`src/rtl/bus_arbiter.sv`:
```
// Two-master, five-slave bus arbiter with address decode and error response for unmapped accesses.
// Optional macro ARBITER_ROUND_ROBIN_EN switches tie-breaking from fixed dmem priority to alternating.
module bus_arbiter #(
    parameter logic [31:0] rom_base   = 32'h0,
    parameter logic [31:0] rom_top    = 32'h80,
    parameter logic [31:0] uart_base  = 32'h1000000,
    parameter logic [31:0] uart_top   = 32'h1000004,
    parameter logic [31:0] clint_base = 32'h2000000,
    parameter logic [31:0] clint_top  = 32'h200C000,
    parameter logic [31:0] clic_base  = 32'h3000000,
    parameter logic [31:0] clic_top   = 32'h3005000,
    parameter logic [31:0] wb_base    = 32'h80000000,
    parameter logic [31:0] wb_top     = 32'h90000000
) (
    input  logic        clock,
    input  logic        reset,
    input  logic        imem_valid,
    input  logic        imem_instr,
    input  logic [31:0] imem_addr,
    input  logic [31:0] imem_wdata,
    input  logic [3:0]  imem_wstrb,
    output logic [31:0] imem_rdata,
    output logic        imem_ready,
    output logic        imem_error,
    input  logic        dmem_valid,
    input  logic        dmem_instr,
    input  logic [31:0] dmem_addr,
    input  logic [31:0] dmem_wdata,
    input  logic [3:0]  dmem_wstrb,
    output logic [31:0] dmem_rdata,
    output logic        dmem_ready,
    output logic        dmem_error,
    output logic        mem_instr,
    output logic [31:0] mem_addr,
    output logic [31:0] mem_wdata,
    output logic [3:0]  mem_wstrb,
    output logic        rom_valid,
    output logic        uart_valid,
    output logic        clint_valid,
    output logic        clic_valid,
    output logic        wb_valid,
    input  logic        rom_ready,
    input  logic        uart_ready,
    input  logic        clint_ready,
    input  logic        clic_ready,
    input  logic        wb_ready,
    input  logic [31:0] rom_rdata,
    input  logic [31:0] uart_rdata,
    input  logic [31:0] clint_rdata,
    input  logic [31:0] clic_rdata,
    input  logic [31:0] wb_rdata
);

    typedef enum logic [1:0] {StIdle, StBusy, StErr} state_t;

    state_t      state_q;
    logic        grant_dmem_q;
    logic        pick_dmem;
    logic [31:0] req_addr;
    logic [4:0]  hit;
    logic        sel_ready;
    logic [31:0] sel_rdata;
    logic        done_ok;
    logic        done_err;

    function automatic logic in_range(input logic [31:0] a, input logic [31:0] lo,
                                      input logic [31:0] hi);
        return (a >= lo) && (a < hi);
    endfunction

    // grant_dmem_q doubles as the last-grant record for round-robin tie breaking.
    always_comb begin
`ifdef ARBITER_ROUND_ROBIN_EN
        pick_dmem = dmem_valid & (~imem_valid | ~grant_dmem_q);
`else
        pick_dmem = dmem_valid;
`endif
        req_addr = pick_dmem ? dmem_addr : imem_addr;
        hit[0] = in_range(req_addr, rom_base, rom_top);
        hit[1] = in_range(req_addr, uart_base, uart_top);
        hit[2] = in_range(req_addr, clint_base, clint_top);
        hit[3] = in_range(req_addr, clic_base, clic_top);
        hit[4] = in_range(req_addr, wb_base, wb_top);
    end

    always_comb begin
        sel_ready = (rom_valid & rom_ready) | (uart_valid & uart_ready) |
                    (clint_valid & clint_ready) | (clic_valid & clic_ready) |
                    (wb_valid & wb_ready);
        sel_rdata = ({32{rom_valid}} & rom_rdata) | ({32{uart_valid}} & uart_rdata) |
                    ({32{clint_valid}} & clint_rdata) | ({32{clic_valid}} & clic_rdata) |
                    ({32{wb_valid}} & wb_rdata);
        done_ok  = (state_q == StBusy) && sel_ready;
        done_err = (state_q == StErr);
    end

    always_comb begin
        imem_ready = ~grant_dmem_q & (done_ok | done_err);
        imem_error = ~grant_dmem_q & done_err;
        imem_rdata = (~grant_dmem_q & done_ok) ? sel_rdata : 32'h0;
        dmem_ready = grant_dmem_q & (done_ok | done_err);
        dmem_error = grant_dmem_q & done_err;
        dmem_rdata = (grant_dmem_q & done_ok) ? sel_rdata : 32'h0;
    end

    always_ff @(posedge clock) begin
        if (reset) begin
            state_q      <= StIdle;
            grant_dmem_q <= 1'b0;
            mem_instr    <= 1'b0;
            mem_addr     <= 32'h0;
            mem_wdata    <= 32'h0;
            mem_wstrb    <= 4'h0;
            {wb_valid, clic_valid, clint_valid, uart_valid, rom_valid} <= 5'b0;
        end else begin
            case (state_q)
                StIdle: begin
                    if (imem_valid | dmem_valid) begin
                        grant_dmem_q <= pick_dmem;
                        mem_instr    <= pick_dmem ? dmem_instr : imem_instr;
                        mem_addr     <= req_addr;
                        mem_wdata    <= pick_dmem ? dmem_wdata : imem_wdata;
                        mem_wstrb    <= pick_dmem ? dmem_wstrb : imem_wstrb;
                        if (|hit) begin
                            {wb_valid, clic_valid, clint_valid, uart_valid, rom_valid} <= hit;
                            state_q <= StBusy;
                        end else begin
                            state_q <= StErr;
                        end
                    end
                end
                StBusy: begin
                    if (sel_ready) begin
                        {wb_valid, clic_valid, clint_valid, uart_valid, rom_valid} <= 5'b0;
                        state_q <= StIdle;
                    end
                end
                StErr:   state_q <= StIdle;
                default: state_q <= StIdle;
            endcase
        end
    end

endmodule

```
`config.mk`:
```
export PLATFORM = sky130hd
export DESIGN_NAME = bus_arbiter
export DESIGN_NICKNAME = d
export VERILOG_FILES = /design/src/rtl/bus_arbiter.sv
export SDC_FILE = /design/constraint.sdc
export NUM_CORES = 1
export LEC_CHECK = 0
export ABC_AREA = 1
export CORE_AREA = 2 2 177 179
export CTS_BUF_LIST = sky130_fd_sc_hd__clkbuf_2 sky130_fd_sc_hd__clkbuf_4 sky130_fd_sc_hd__clkbuf_8
export DETAILED_ROUTE_END_ITERATION = 8
export DIE_AREA = 0 0 179 181
export SYNTH_ARGS = -nofsm -noshare
export SYNTH_HDL_FRONTEND = slang
export SYNTH_SLANG_ARGS = --single-unit
```
`constraint.sdc`:
```
create_clock -name clock -period 2.45 [get_ports clock]
set_clock_uncertainty 0.15 [all_clocks]
set_input_delay 0.49 -clock clock [delete_from_list [all_inputs] [get_ports clock]]
set_output_delay 0.49 -clock clock [all_outputs]
set_load 0.01 [all_outputs]
```
Word level (Yosys, flattened, before mapping)
Index checks and enable logic that the tools add are counted.
{ "word_totals": {"in_bits": 307, "word_cells": 91, "register_bits": 77} }
{ "op_classes": {"n_bitwise": 27, "n_lt_le_gt_ge": 10, "eq_ne": 5, "mux": 26, "n_reduce_logical": 12} }
{ "ops": {"columns": ["op", "n"], "rows": [
  ["$and 32x32->32", 5],
  ["$mux 32", 4],
  ["$or 32x32->32", 4],
  ["$ge 32x26->1 const B", 2],
  ["$lt 32x26->1 const B", 2],
  ["$ge 32x1->1 const B", 1],
  ["$ge 32x25->1 const B", 1],
  ["$ge 32x32->1 const B", 1],
  ["$lt 32x25->1 const B", 1],
  ["$lt 32x32->1 const B", 1],
  ["$lt 32x8->1 const B", 1],
  ["$mux 1", 12],
  ["$and 1x1->1", 11],
  ["$pmux 1 s2", 5],
  ["$logic_and 1x1->1", 6],
  ["$mux 2", 3],
  ["$ne 2x2->1 const B", 3],
  ["$or 1x1->1", 6],
  ["$reduce_or 5->1", 1],
  ["$mux 4", 1],
  ["$pmux 2 s2", 1],
  ["$reduce_and 2->1", 2],
  ["$reduce_and 4->1", 1],
  ["$eq 2x1->1 const B", 1],
  ["other kinds (4)", 4]
]} }

Logic depth before layout (Yosys ltp)
Gate-level depths: netlist of run 1.
{ "logic_depth": {"depth_word": 8, "mapped_depth": 16, "ltp_nobuf": 15} }

Worst setup path after synthesis of run 1
Ideal clock, no wire load.
{ "synth_timing": {"path_kind": "input to output", "startpoint": "input uart_ready", "endpoint": "output dmem_rdata[10]", "t_arrival_ns": 1.446, "path_stages": 8, "path_buffers": 1, "slack_ns": 0.364, "required_ns": 1.810, "path_cell_list": "a22o_1 -> a21oi_1 -> nand3_1 -> nand2_1 -> inv_1 -> nand2_1 -> buf_2 -> nor2_1"} }
{ "synth_between": {"elab_chain_cells": 8} }
{ "synth_lines": {"columns": ["element", "line", "rtl"], "rows": [
  ["start, declared", "43", "input logic uart_ready,"],
  ["$and 1x1->1", "87", "sel_ready = (rom_valid & rom_ready) | (uart_valid & uart_ready) |"],
  ["$or 1x1->1 (2 in a row)", "87", null],
  ["$or 1x1->1 (2 in a row)", "88", "(clint_valid & clint_ready) | (clic_valid & clic_ready) |"],
  ["$logic_and 1x1->1", "93", "done_ok = (state_q == StBusy) && sel_ready;"],
  ["$and 1x1->1", "103", "dmem_rdata = (grant_dmem_q & done_ok) ? sel_rdata : 32'h0;"],
  ["$mux 32", "103", null],
  ["end, declared", "30", "output logic [31:0] dmem_rdata,"]
]} }
Every way passes these cells.

Final worst setup path of run 1
{ "layout_timing": {"startpoint": "input uart_ready", "endpoint": "output imem_rdata[8]"} }
{ "layout_between": {"elab_chain_cells": 8} }
{ "layout_lines": {"columns": ["element", "line", "rtl"], "rows": [
  ["$and 1x1->1", "87", null],
  ["$or 1x1->1 (2 in a row)", "87", null],
  ["$or 1x1->1 (2 in a row)", "88", null],
  ["$logic_and 1x1->1", "93", null],
  ["$and 1x1->1", "100", "imem_rdata = (~grant_dmem_q & done_ok) ? sel_rdata : 32'h0;"],
  ["$mux 32", "100", null],
  ["end, declared", "22", "output logic [31:0] imem_rdata,"]
]} }
Every way passes these cells.

==> impl.org, run 1 <==
** Yosys
- The compound-cell area share of the yosys netlist is 0.196.
- In this run the mean area of a mapped cell was 6.08 sq um.
- Post-synth net total :: 1133
- The cell count after synthesis came out at 826.
- Cell taking the most area after synthesis :: dfxtp_1
- Sorting the synthesized cells by area gives the leading types as dfxtp_1, nand2_1, nor2_1.
- Yosys mapped a number of flops with a built-in enable equal to 0.
- Of the total synthesized cell area, the portion taken by XOR and XNOR cells is 0.
- Of the post-synthesis cell area, the dominant cell type holds 0.307.
- Count of unique library cells instantiated by Yosys :: 31
- Flop and latch count out of synthesis :: 77
- The commonest cells after synthesis are nand2_1, nor2_1, dfxtp_1.
- Share of flip-flops with an asynchronous set or reset :: 0
- Portion of the post-synthesis area used by sequential elements :: 0.307
- After synthesis, the largest family of logic cells by area is simple AND/OR/NAND/NOR gates.
- The most used flip-flop cell after synthesis is dfxtp_1.
- Portion of netlist area occupied by mux cells :: 0.00199
- Adder and majority gate portion of the synthesized area :: 0
- During synthesis, Yosys emitted a total of 0 warnings.
- Total standard cell area after synthesis :: 5020 sq um
- Area fraction in and, or, nand and nor cells after synthesis :: 0.404
- By instance count, the leading cell after synthesis is nand2_1.

** Min path
- The path class of the tightest hold or removal check is flip-flop to flip-flop.
- Startpoint of the most critical hold path :: mem_addr[4]$_SDFFE_PP0P_

** Clock tree
- Number of H-tree levels :: 3
- # hold bufs at CTS :: 0
- Clock-pin slew of the registers on the worst-case setup and hold paths :: 0.08 ns
- The later pin in the worst-skew pair is clocked with a latency of 0.37 ns.
- The longest clock path from root to sink contains 2 buffers.
- Buffers inserted during clock tree synthesis total 9.
- For this design, the sink count on the clock tree is 77.
- The cell sitting at the root of the clock tree is a clkbuf_8.
- TritonCTS clock tree :: built

** Power
- Leakage power total :: 4.63 nW
- The worst-case IR drop observed on VDD is 0.285 mV.
- Sequential share of power :: 0.313
- Dividing total power by cell area gives a power density of 431 nW/um^2.
- Int Power :: 3.12 mW
- Overall power after layout :: 4.72 mW
- Of the total power, the share spent switching nets is 0.338.
- Combinational share of power :: 0.449
- Clock network fraction of design power :: 0.238
- The analysis attributes to net switching a power of 1.60 mW.

** Timing
- Final critical path time including I/O delays and setup :: 2.56 ns
- Derived from the worst setup path, the maximum achievable clock frequency is 0.390 GHz.
- Setup ws final :: -0.112 ns
- In the finished design, the share of the clock period the worst path needs comes to 1.05.
- Setup violations remaining at the end of the flow were counted as 63.
- Setup repair after global routing could not meet its margin everywhere.
- At the pin with the least slew margin, the transition time is 0.581 ns.
- Headroom to the max-slew limit came out at 0.613.
- Final Max Slew Viols :: 0
- Number of hold violations in the final report :: 0

** Setup path
- The largest individual stage delay along the critical path comes from the cell a22o_4.
- The critical path is of the input port to output port type.
- CP Cell Sequence :: dlygate4sd2_1, a22o_4, a21oi_4, nand3_2, nand2_2, clkinv_4, nand2_8, buf_16, buf_6, nor2_2, buf_2
- Data on the critical path arrives at its endpoint at 1.92 ns.
- The worst setup path is captured at an output port.
- Startpoint kind of the worst setup timing path :: input port
- Maximum fanout along the worst path :: 7
- On the worst path, the slowest cell contributes a delay of 0.27 ns.
- Start of the worst register-to-register path :: state_q[1]$_SDFFE_PP0P_
- The most critical setup path has its startpoint at uart_ready.
- Required arrival time at the worst endpoint :: 1.81 ns

** Drt
- After detailed routing, the number of remaining DRC violations is 0.
- Detailed router's first-iteration violation count :: 274
- In this run the remaining antenna-violating nets after routing total 0.
- Post-DR wirelength/cell :: 17.6 microns
- The first TritonRoute pass finished after 4 iterations.
- The final layout contains routed wiring with a total length of 30.3 mm.
- In the routed layout, each cell is associated on average with a via count of 4.32.
- For this block, the via count after detailed routing is 7422.

** Outcome
- The run finished, with violations left.
- Violated checks :: negative setup slack

** Finish
- At the end of the flow, the number of nets in the layout was 1614.
- Filler cell count in the final layout :: 3192
- Synth-to-layout area growth :: 118%
- Of the cells placed in the final design, the portion with a size suffix greater than 1 is 0.194.

** Placed design
- Detailed placement finished with a half-perimeter wire length of 23.7 mm.
- Number of input and output port buffers inserted :: 448
- At the placement stage, the worst setup path has a slack of -0.641 ns.
- At the end of routability-driven placement, the weighted congestion stood at 0.862.

** GRT
- Initial antenna violation count :: 10
- The first global-routing pass estimated 43.0 mm of wire.
- Remaining Overflow, GRT :: 0
- In the global route stage, overall resource usage came out at 0.177.
- The via count of the first global-routing pass came to 7228.
- Entering global routing, the biggest net connects 64 pins.

** Die
- The initial utilization of the core area, before any placement, comes to 0.166.
- FP Rows :: 64
- Number of top-level design ports :: 449
- The die is 181 microns tall.
- Die area :: 32400 sq um
- The core region is 30300 sq um.
- The die is 179 microns wide.

** Job
- Max-cap violations in this run came to 0.
-- cells by family (layout without fill, tap and decap cells) --
kind of cell | Yosys count | count (layout)
other | 0 | 9
flip-flops | 77 | 77
multiplexers | 1 | 1
AO/OA/AOI/OAI | 153 | 153
buffers and inverters | 102 | 588
AND/OR/NAND/NOR | 493 | 493
-- cell usage in the layout, fill, tap and decap left out, types with 2 or more instances in the layout --
cell type        synthesis  final
nand2_8                  0      2
a221oi_1                32     18
buf_6                    4     23
nor2_1                 133    107
buf_4                    2     62
buf_2                   13     44
a21oi_1                 12     11
nor2_4                   4     22
dfxtp_1                 77     72
a211oi_1                16     16
buf_8                    0      2
nor2_2                   2     10
nand3_2                  2      5
clkbuf_8                 0      9
clkinv_2                 0      2
a311oi_1                 2      2
a221oi_2                 0     14
dfxtp_2                  0      4
nand3_1                 43     40
o21ai_0                 53     53
clkbuf_2                 0      5
nand2_2                 16     19
nand4_1                  5      5
buf_12                   1     15
inv_1                   35     34
clkdlybuf4s50_1          0    375
nand2_1                283    278
bufinv_16                0      2
dlygate4sd2_1            0      5
diode_2                  0      9
inv_6                    1      2
a31oi_1                 37     37
clkinv_4                 0      3
-- power groups by stage --
stage | Sequential, mW | Clock [mW] | Combinational (mW)
after floorplan | 1.55 | 0 | 0.677
after global placement | 1.49 | 0 | 2.01
after detailed placement | 1.50 | 0 | 2.01
after CTS | 1.48 | 1.18 | 2.07
after global routing | 1.49 | 1.22 | 2.28
final | 1.48 | 1.12 | 2.12
-- stage by stage --
stage | hold WS [ns] | instance area, sq um | utilization | cells | TNS (ns)
finish | 0.341 | 11000 | 0.361 | 1717 | -3.98
global route | 0.367 | 10900 | 0.361 | 1714 | -9.36
CTS | 0.343 | 10700 | 0.352 | 1709 | -6.60
detailed placement | 0.324 | 10400 | 0.341 | 1677 | -39.75
global placement | 0.313 | 10400 | 0.341 | 1677 | -40.35
floorplan | 0.329 | 5020 | - | 826 | 0
-- state kept, by name, indices dropped and copies added, names as in the netlist --
| register | count |
|---|---|
| wb_valid | 1 |
| clint_valid | 1 |
| mem_addr | 32 |
| state_q | 2 |
| grant_dmem_q | 1 |
| rom_valid | 1 |
| uart_valid | 1 |
| clic_valid | 1 |
| mem_instr | 1 |
| mem_wstrb | 4 |
| mem_wdata | 32 |
-- metal layers --
layer | wire [microns] | GRT usage | vias to the layer above
li1 | - | - | 3696
met2 | 15600 | 0.322 | 325
met1 | 11100 | 0.184 | 3348
met5 | 13 | 0 | -
met3 | 2500 | 0.0452 | 51
met4 | 1080 | 0.0933 | 2
-- worst max-delay path, delay by kind of cell --
family	cells	cell delay, ns
buf+inv	5	0.73
compound gates	2	0.40
simple gates	4	0.30
-- worst paths after layout --
path	end	slack (ns)	depth (start not counted)
max	imem_rdata[8]	-0.11	11
min	mem_addr[4]$_SDFFE_PP0P_	0.34	2
max reg2reg	mem_wdata[11]$_SDFFE_PP0P_	0.54	6
min reg2reg	mem_addr[4]$_SDFFE_PP0P_	0.34	2
-- area by class of cell --
cell class	instances	area (sq um)	area share
inverters	38	154	0.0141
clock inverters	7	98.8	0.00903
well taps	396	495	0.0452
multi-input cells	647	3340	0.305
diodes	9	22.5	0.00206
flip-flops and latches	77	1550	0.142
repair buffers	534	5160	0.471
clock buffers	9	124	0.0113
-- what timing repair did --
action                     in CTS  in global routing
buffers inserted               12                  2
pin swaps                       3                  6
setup endpoints to repair      67                 67
resized for setup             273                108
gates cloned                    4                  1
Power figures use the tool's default switching activity.
==> run 2: changes to the inputs <==
- TNS_END_PERCENT: default -> 10
==> impl.org, run 2 (synthesis results as in run 1) <==
** Drt
- Post-DR wirelength/cell :: 17.6 microns
- DR pass1 iterations :: 4
- The detailed router finished its first iteration with 284 violations.
- The count of nets left with antenna violations once routing finished came out at 0.
- DRC Markers :: 0
- Wirelength, routed :: 30.1 mm
- The routed layout has 7397 vias.
- In the routed layout, each cell is associated on average with a via count of 4.32.

** Power
- Summed over all cells, the static leakage comes to 4.61 nW.
- Power density over cell area :: 438 nW/um^2
- Overall power after layout :: 4.67 mW
- IR analysis of the VDD net gives a maximum drop of 0.285 mV.

** GRT
- Via count of the first global-routing pass :: 7167
- Initial antenna violation count :: 10
- After global routing the overflow that remains totals 0.
- Wire length of the first global-routing pass :: 42.8 mm
- Across every metal layer, demand over resource in global routing totals 0.176.
- Entering global routing, the biggest net connects 64 pins.

** Setup path
- STA puts the critical path data required time at 1.81 ns.
- Crit path buffers/inverters :: 5
- Walking the worst path, the cells encountered are clkdlybuf4s50_1, nand2_1, nand3_2, nand2_2, inv_4, nand2_8, buf_12, buf_6, nor2_2, buf_2.
- STA classifies the critical path endpoint as an output port.
- On the worst path, the slowest cell contributes a delay of 0.46 ns.
- WP data arrival :: 1.90 ns
- The slowest stage of the critical path belongs to the cell clkdlybuf4s50_1.
- Along the worst path, the maximum fanout reaches 8.
- The worst setup path is of the input port to output port kind.
- Among cell families on the critical path, the largest total delay comes from buffers and inverters.
- STA classifies the critical path startpoint as an input port.

** Die
- Placeable core area :: 30300 sq um
- The floorplan step defined a die boundary enclosing 32400 sq um.
- The floorplan step set the die height to 181 microns.
- Effective utilization at floorplan :: 0.166
- Horiz. Die Dim :: 179 microns
- FP Rows :: 64
- 449 I/O pins were placed.

** Placed design
- Buffers placed on the I/O ports in this run total 448.
- Weighted congestion at the end of routability-driven global placement :: 0.862
- Post-detail-place hpwl :: 23.7 mm

** Finish
- Largest regs :: mem_addr (32), mem_wdata (32), mem_wstrb (4)
- Registers take 1550 sq um.
- Total Nets Final :: 1608
- The area growth from synthesis to layout is 112%.
- In the layout the commonest cells are clkdlybuf4s50_1, nand2_1, nor2_1.
- Layout cell share with drive strength beyond 1 :: 0.174
- At the end of the flow the core is filled with cells to 0.352.
- The filler cells instantiated in the layout total 3234.
- The library cell used most frequently in the layout, excluding fill and tap cells, is clkdlybuf4s50_1.
- In the final layout, the multi-input gates occupy 3210 sq um.

** Clock tree
- TritonCTS clock tree :: built
- TritonCTS Buffers :: 9
- The H-tree was split into 3 levels.
- Sink count of the clock tree :: 77
- Largest buffer count on any clock path :: 2
- In this run, post-CTS hold repair placed 0 buffers.
- Clock tree synthesis selected as its root buffer the cell clkbuf_8.
- Clock-pin slew of the registers on the worst-case setup and hold paths :: 0.09 ns
- For the worst-skew pair, the clock arrives at the later sink with an insertion delay of 0.37 ns.

** Timing
- Worst-Margin Slew :: 0.575 ns
- Final critical path time including I/O delays and setup :: 2.54 ns
- Final Max Slew Viols :: 0
- Headroom to the max-slew limit :: 0.616
- In the post-route analysis, the smallest setup slack over all paths is -0.0928 ns.
- Tcrit/Tclk final :: 1.04
- Fmax :: 0.393 GHz
- Number of hold violations in the final report :: 0
- Final setup violation count :: 43
- Setup repair after global routing could not meet its margin everywhere.

** Outcome
- The final reports fail on negative setup slack.
- The run finished, with violations left.

** Min path
- Classification of the worst-slack hold path :: flip-flop to flip-flop

** Job
- Max-cap violations in this run came to 0.
[run 2: final timing paths]
path / startpoint / to / slack [ns] / cells after the start
worst min register to register: mem_addr[8]$_SDFFE_PP0P_ / mem_addr[8]$_SDFFE_PP0P_ / 0.34 / 2
worst max register to register: state_q[1]$_SDFFE_PP0P_ / mem_wdata[11]$_SDFFE_PP0P_ / 0.55 / 6
worst max-delay path: wb_ready / imem_rdata[16] / -0.09 / 10
worst min-delay path: mem_addr[8]$_SDFFE_PP0P_ / mem_addr[8]$_SDFFE_PP0P_ / 0.34 / 2
[run 2: routing by layer]
metal	vias to the layer above	GRT usage	routed length, microns
met2	335	0.317	15200
met1	3319	0.184	10900
met3	52	0.0469	2760
met5	-	0	13
li1	3689	-	-
met4	2	0.0953	1240
[run 2: what timing repair did]
action | in CTS | in global routing
cloned | 3 | 1
resized for setup | 287 | 30
pin swaps | 2 | 5
setup buffers | 2 | 3
endpoints found under the setup margin | 67 | 67
[run 2: power by group]
part / internal (mW) / switching (mW) / total, mW / leakage (nW)
combinational: 1.14 / 0.932 / 2.07 / 3.85
sequential: 1.40 / 0.0782 / 1.47 / 0.642
clock: 0.579 / 0.546 / 1.12 / 0.110
[run 2: final cells by class]
cell class / count / area share
Timing Repair Buffer: 528 / 0.470
Multi-Input combinational cell: 647 / 0.301
Sequential cell: 77 / 0.145
Tap cell: 396 / 0.0464
Inverter: 38 / 0.0142
Clock buffer: 9 / 0.0116
Clock inverter: 7 / 0.00927
Antenna cell: 9 / 0.00211
[run 2: worst min-delay path, delay by kind of cell (launching register included)]
kind	cells	cell delay, ns
flops	1	0.34
simple gates	2	0.13
[run 2: per-stage QoR]
stage	area, sq um	TNS [ns]	setup slack [ns]	hold slack [ns]	instances
after floorplan	5020	0	0.364	0.329	826
after global placement	10400	-40.35	-0.678	0.313	1677
after detailed placement	10400	-39.75	-0.641	0.324	1677
after CTS	10500	-3.80	-0.206	0.343	1698
after global routing	10700	-5.67	-0.152	0.367	1709
final	10700	-1.08	-0.0928	0.341	1711
==> run 3: changes to the inputs <==
- CTS_BUF_LIST: sky130_fd_sc_hd__clkbuf_2 sky130_fd_sc_hd__clkbuf_4 sky130_fd_sc_hd__clkbuf_8 -> sky130_fd_sc_hd__clkbuf_16
==> impl.org, run 3 (synthesis results as in run 1) <==
** Setup path
- CP Cell Sequence :: dlygate4sd2_1, a22o_4, a21oi_4, nand3_2, nand2_2, inv_4, nand2_8, buf_16, buf_12, nor2_1, buf_2
- In this run the worst path has a maximum fanout of 5.
- Crit path max-delay cell type :: dlygate4sd2_1
- STA classifies the critical path endpoint as an output port.
- The worst setup path is launched from an input port.
- Setup CP Type :: input port to output port
- Launching instance or port of the critical path :: rom_ready
- On the worst path, the slowest cell contributes a delay of 0.24 ns.
- Across all register-to-register paths, the minimum setup slack is 0.56 ns.
- STA puts the critical path data arrival time at 1.85 ns.
- Start of the worst register-to-register path :: state_q[1]$_SDFFE_PP0P_
- Data on the critical path is required at its endpoint by 1.81 ns.

** Clock tree
- TritonCTS Buffers :: 9
- For this design, the CTS-stage hold fixing added 0 buffers.
- The clock passes through at most 2 buffers.
- Clock-pin slew of the registers on the worst-case setup and hold paths :: 0.07 ns
- Clock tree synthesis selected as its root buffer the cell clkbuf_16.
- TritonCTS clock tree :: built
- Insertion delay to the later sink of the worst-skew pair :: 0.34 ns
- Sink count of the clock tree :: 77
- The H-tree was split into 3 levels.

** Power
- Clock network fraction of design power :: 0.294
- Overall power after layout :: 5.03 mW
- Net switching share of the total power :: 0.318
- The internal portion of the total power is 3.43 mW.
- The share of total power dissipated in sequential elements is 0.293.
- For this design the static power due to leakage is 4.65 nW.
- Dividing total power by cell area gives a power density of 468 nW/um^2.
- The worst-case IR drop observed on VDD is 0.353 mV.
- In this run the power spent charging and discharging nets is 1.60 mW.
- Of the total power, combinational logic draws 0.413.

** Min path
- In this run the worst hold path is classified as flip-flop to flip-flop.
- In this run the most critical hold path is launched from mem_addr[8]$_SDFFE_PP0P_.

** Die
- Die area :: 32400 sq um
- Number of top-level design ports :: 449
- Die outline height :: 181 microns
- In this run the standard cell core region covers 30300 sq um.
- Horiz. Die Dim :: 179 microns
- Effective utilization at floorplan :: 0.166
- FP Rows :: 64

** Placed design
- At the placement stage, the worst setup path has a slack of -0.641 ns.
- The congestion estimate from routability-driven global placement came to 0.862.
- Number of input and output port buffers inserted :: 448
- Post-detail-place hpwl :: 23.7 mm
- Post-Place Cell Area :: 10400 sq um

** Timing
- For the pin with the worst max-slew slack, the measured transition is 0.563 ns.
- Fmax :: 0.402 GHz
- Setup ws final :: -0.0383 ns
- Headroom to the max-slew limit came out at 0.625.
- Setup violations remaining at the end of the flow were counted as 14.
- Of the available clock period, the critical path in the final layout requires 1.02.
- Final critical path time including I/O delays and setup :: 2.49 ns
- Number of hold violations in the final report :: 0
- RSZ-0062 raised after global routing :: true
- The count of final max-slew check failures came to 0.
- Hold timing on the final database bottoms out at a slack of 0.334 ns.

** GRT
- The initial antenna violation count came to 12.
- For this run, the total global-route usage over all layers was measured as 0.177.
- Maximum number of pins on one net before global-route repair :: 64
- The via count of the first global-routing pass is 7155.
- The first global-routing pass estimated 43.0 mm of wire.
- Summed over all layers, the global routing overflow is 0.

** Finish
- For this run, the post-layout net count is 1607.
- Post-route cell area :: 10800 sq um
- Largest regs :: mem_addr (32), mem_wdata (32), mem_wstrb (4)
- The library cell used most frequently in the layout, excluding fill and tap cells, is clkdlybuf4s50_1.
- Commonest cells after routing, fill and taps aside :: clkdlybuf4s50_1, nand2_1, nor2_1
- The area growth from synthesis to layout is 114%.
- Finished Core Util :: 0.355
- Layout cell share with drive strength beyond 1 :: 0.178

** Drt
- DR pass1 iterations :: 4
- Post-DR wirelength/cell :: 17.5 microns
- Post-detailed-route via-to-cell ratio :: 4.30
- Detailed router's first-iteration violation count :: 307
- DRC Markers :: 0
- The detailed router placed 7356 vias in this run.
- Detail Route Antenna Nets :: 0
- Wirelength, routed :: 30.0 mm

** Outcome
- The checks that failed: negative setup slack.
- Outcome :: finished with violations

** Job
- The tool flagged a number of max-cap violations equal to 0.
[run 3: changes by cell type in the layout (fill, tap and decap cells not counted), sizes merged]
cell           before  now
clkdlybuf4s50     378  376
dlymetal6s2s        1    2
clkbuf             12    9
diode               9   10
clkdlybuf4s15       0    3
[run 3: area by class of cell]
class / count / area, sq um
Antenna cell: 10 / 25.0
Clock buffer: 9 / 225
Clock inverter: 7 / 98.8
Fill cell: 3221 / 19600
Inverter: 38 / 151
Multi-Input combinational cell: 647 / 3240
Sequential cell: 77 / 1550
Tap cell: 396 / 495
Timing Repair Buffer: 527 / 4980
[run 3: stage by stage]
| stage | instances | TNS, ns |
|---|---|---|
| final | 1711 | -0.366 |
| after global routing | 1708 | -3.78 |
| after global placement | 1677 | -40.35 |
| after CTS | 1697 | -0.966 |
| after floorplan | 826 | 0 |
| after detailed placement | 1677 | -39.75 |
[run 3: routing by layer]
layer,vias to the layer above,routed length (microns),track usage
li1,3688,-,-
met1,3295,10900,0.186
met2,315,15300,0.320
met3,54,2660,0.0522
met4,4,1090,0.0813
met5,-,30,0
[run 3: power by group through the flow]
stage                     Sequential (mW)  Combinational, mW  Clock (mW)
after detailed placement             1.50               2.01           0
after floorplan                      1.55              0.677           0
after global routing                 1.49               2.25        1.59
after CTS                            1.48               2.05        1.54
final                                1.48               2.08        1.48
after global placement               1.49               2.01           0
[run 3: what timing repair did]
item                                    CTS  global route
cloned                                    3             0
buffers inserted                          1             4
endpoints found under the setup margin   66            68
gates resized for setup                 288            32
pin swaps                                 1             3
[run 3: path summary, 6_finish.rpt]
check                               endpoint  cells after the start
setup / recovery               imem_rdata[7]                     11
hold / removal      mem_addr[8]$_SDFFE_PP0P_                      2
setup reg to reg  mem_wdata[11]$_SDFFE_PP0P_                      6
hold reg to reg     mem_addr[8]$_SDFFE_PP0P_                      2
[run 3: critical path, delay by kind of cell]
| kind | cells | cell delay (ns) |
|---|---|---|
| AOI/OAI and AO/OA | 2 | 0.37 |
| buffers and inverters | 5 | 0.68 |
| and+or+nand+nor | 4 | 0.30 |
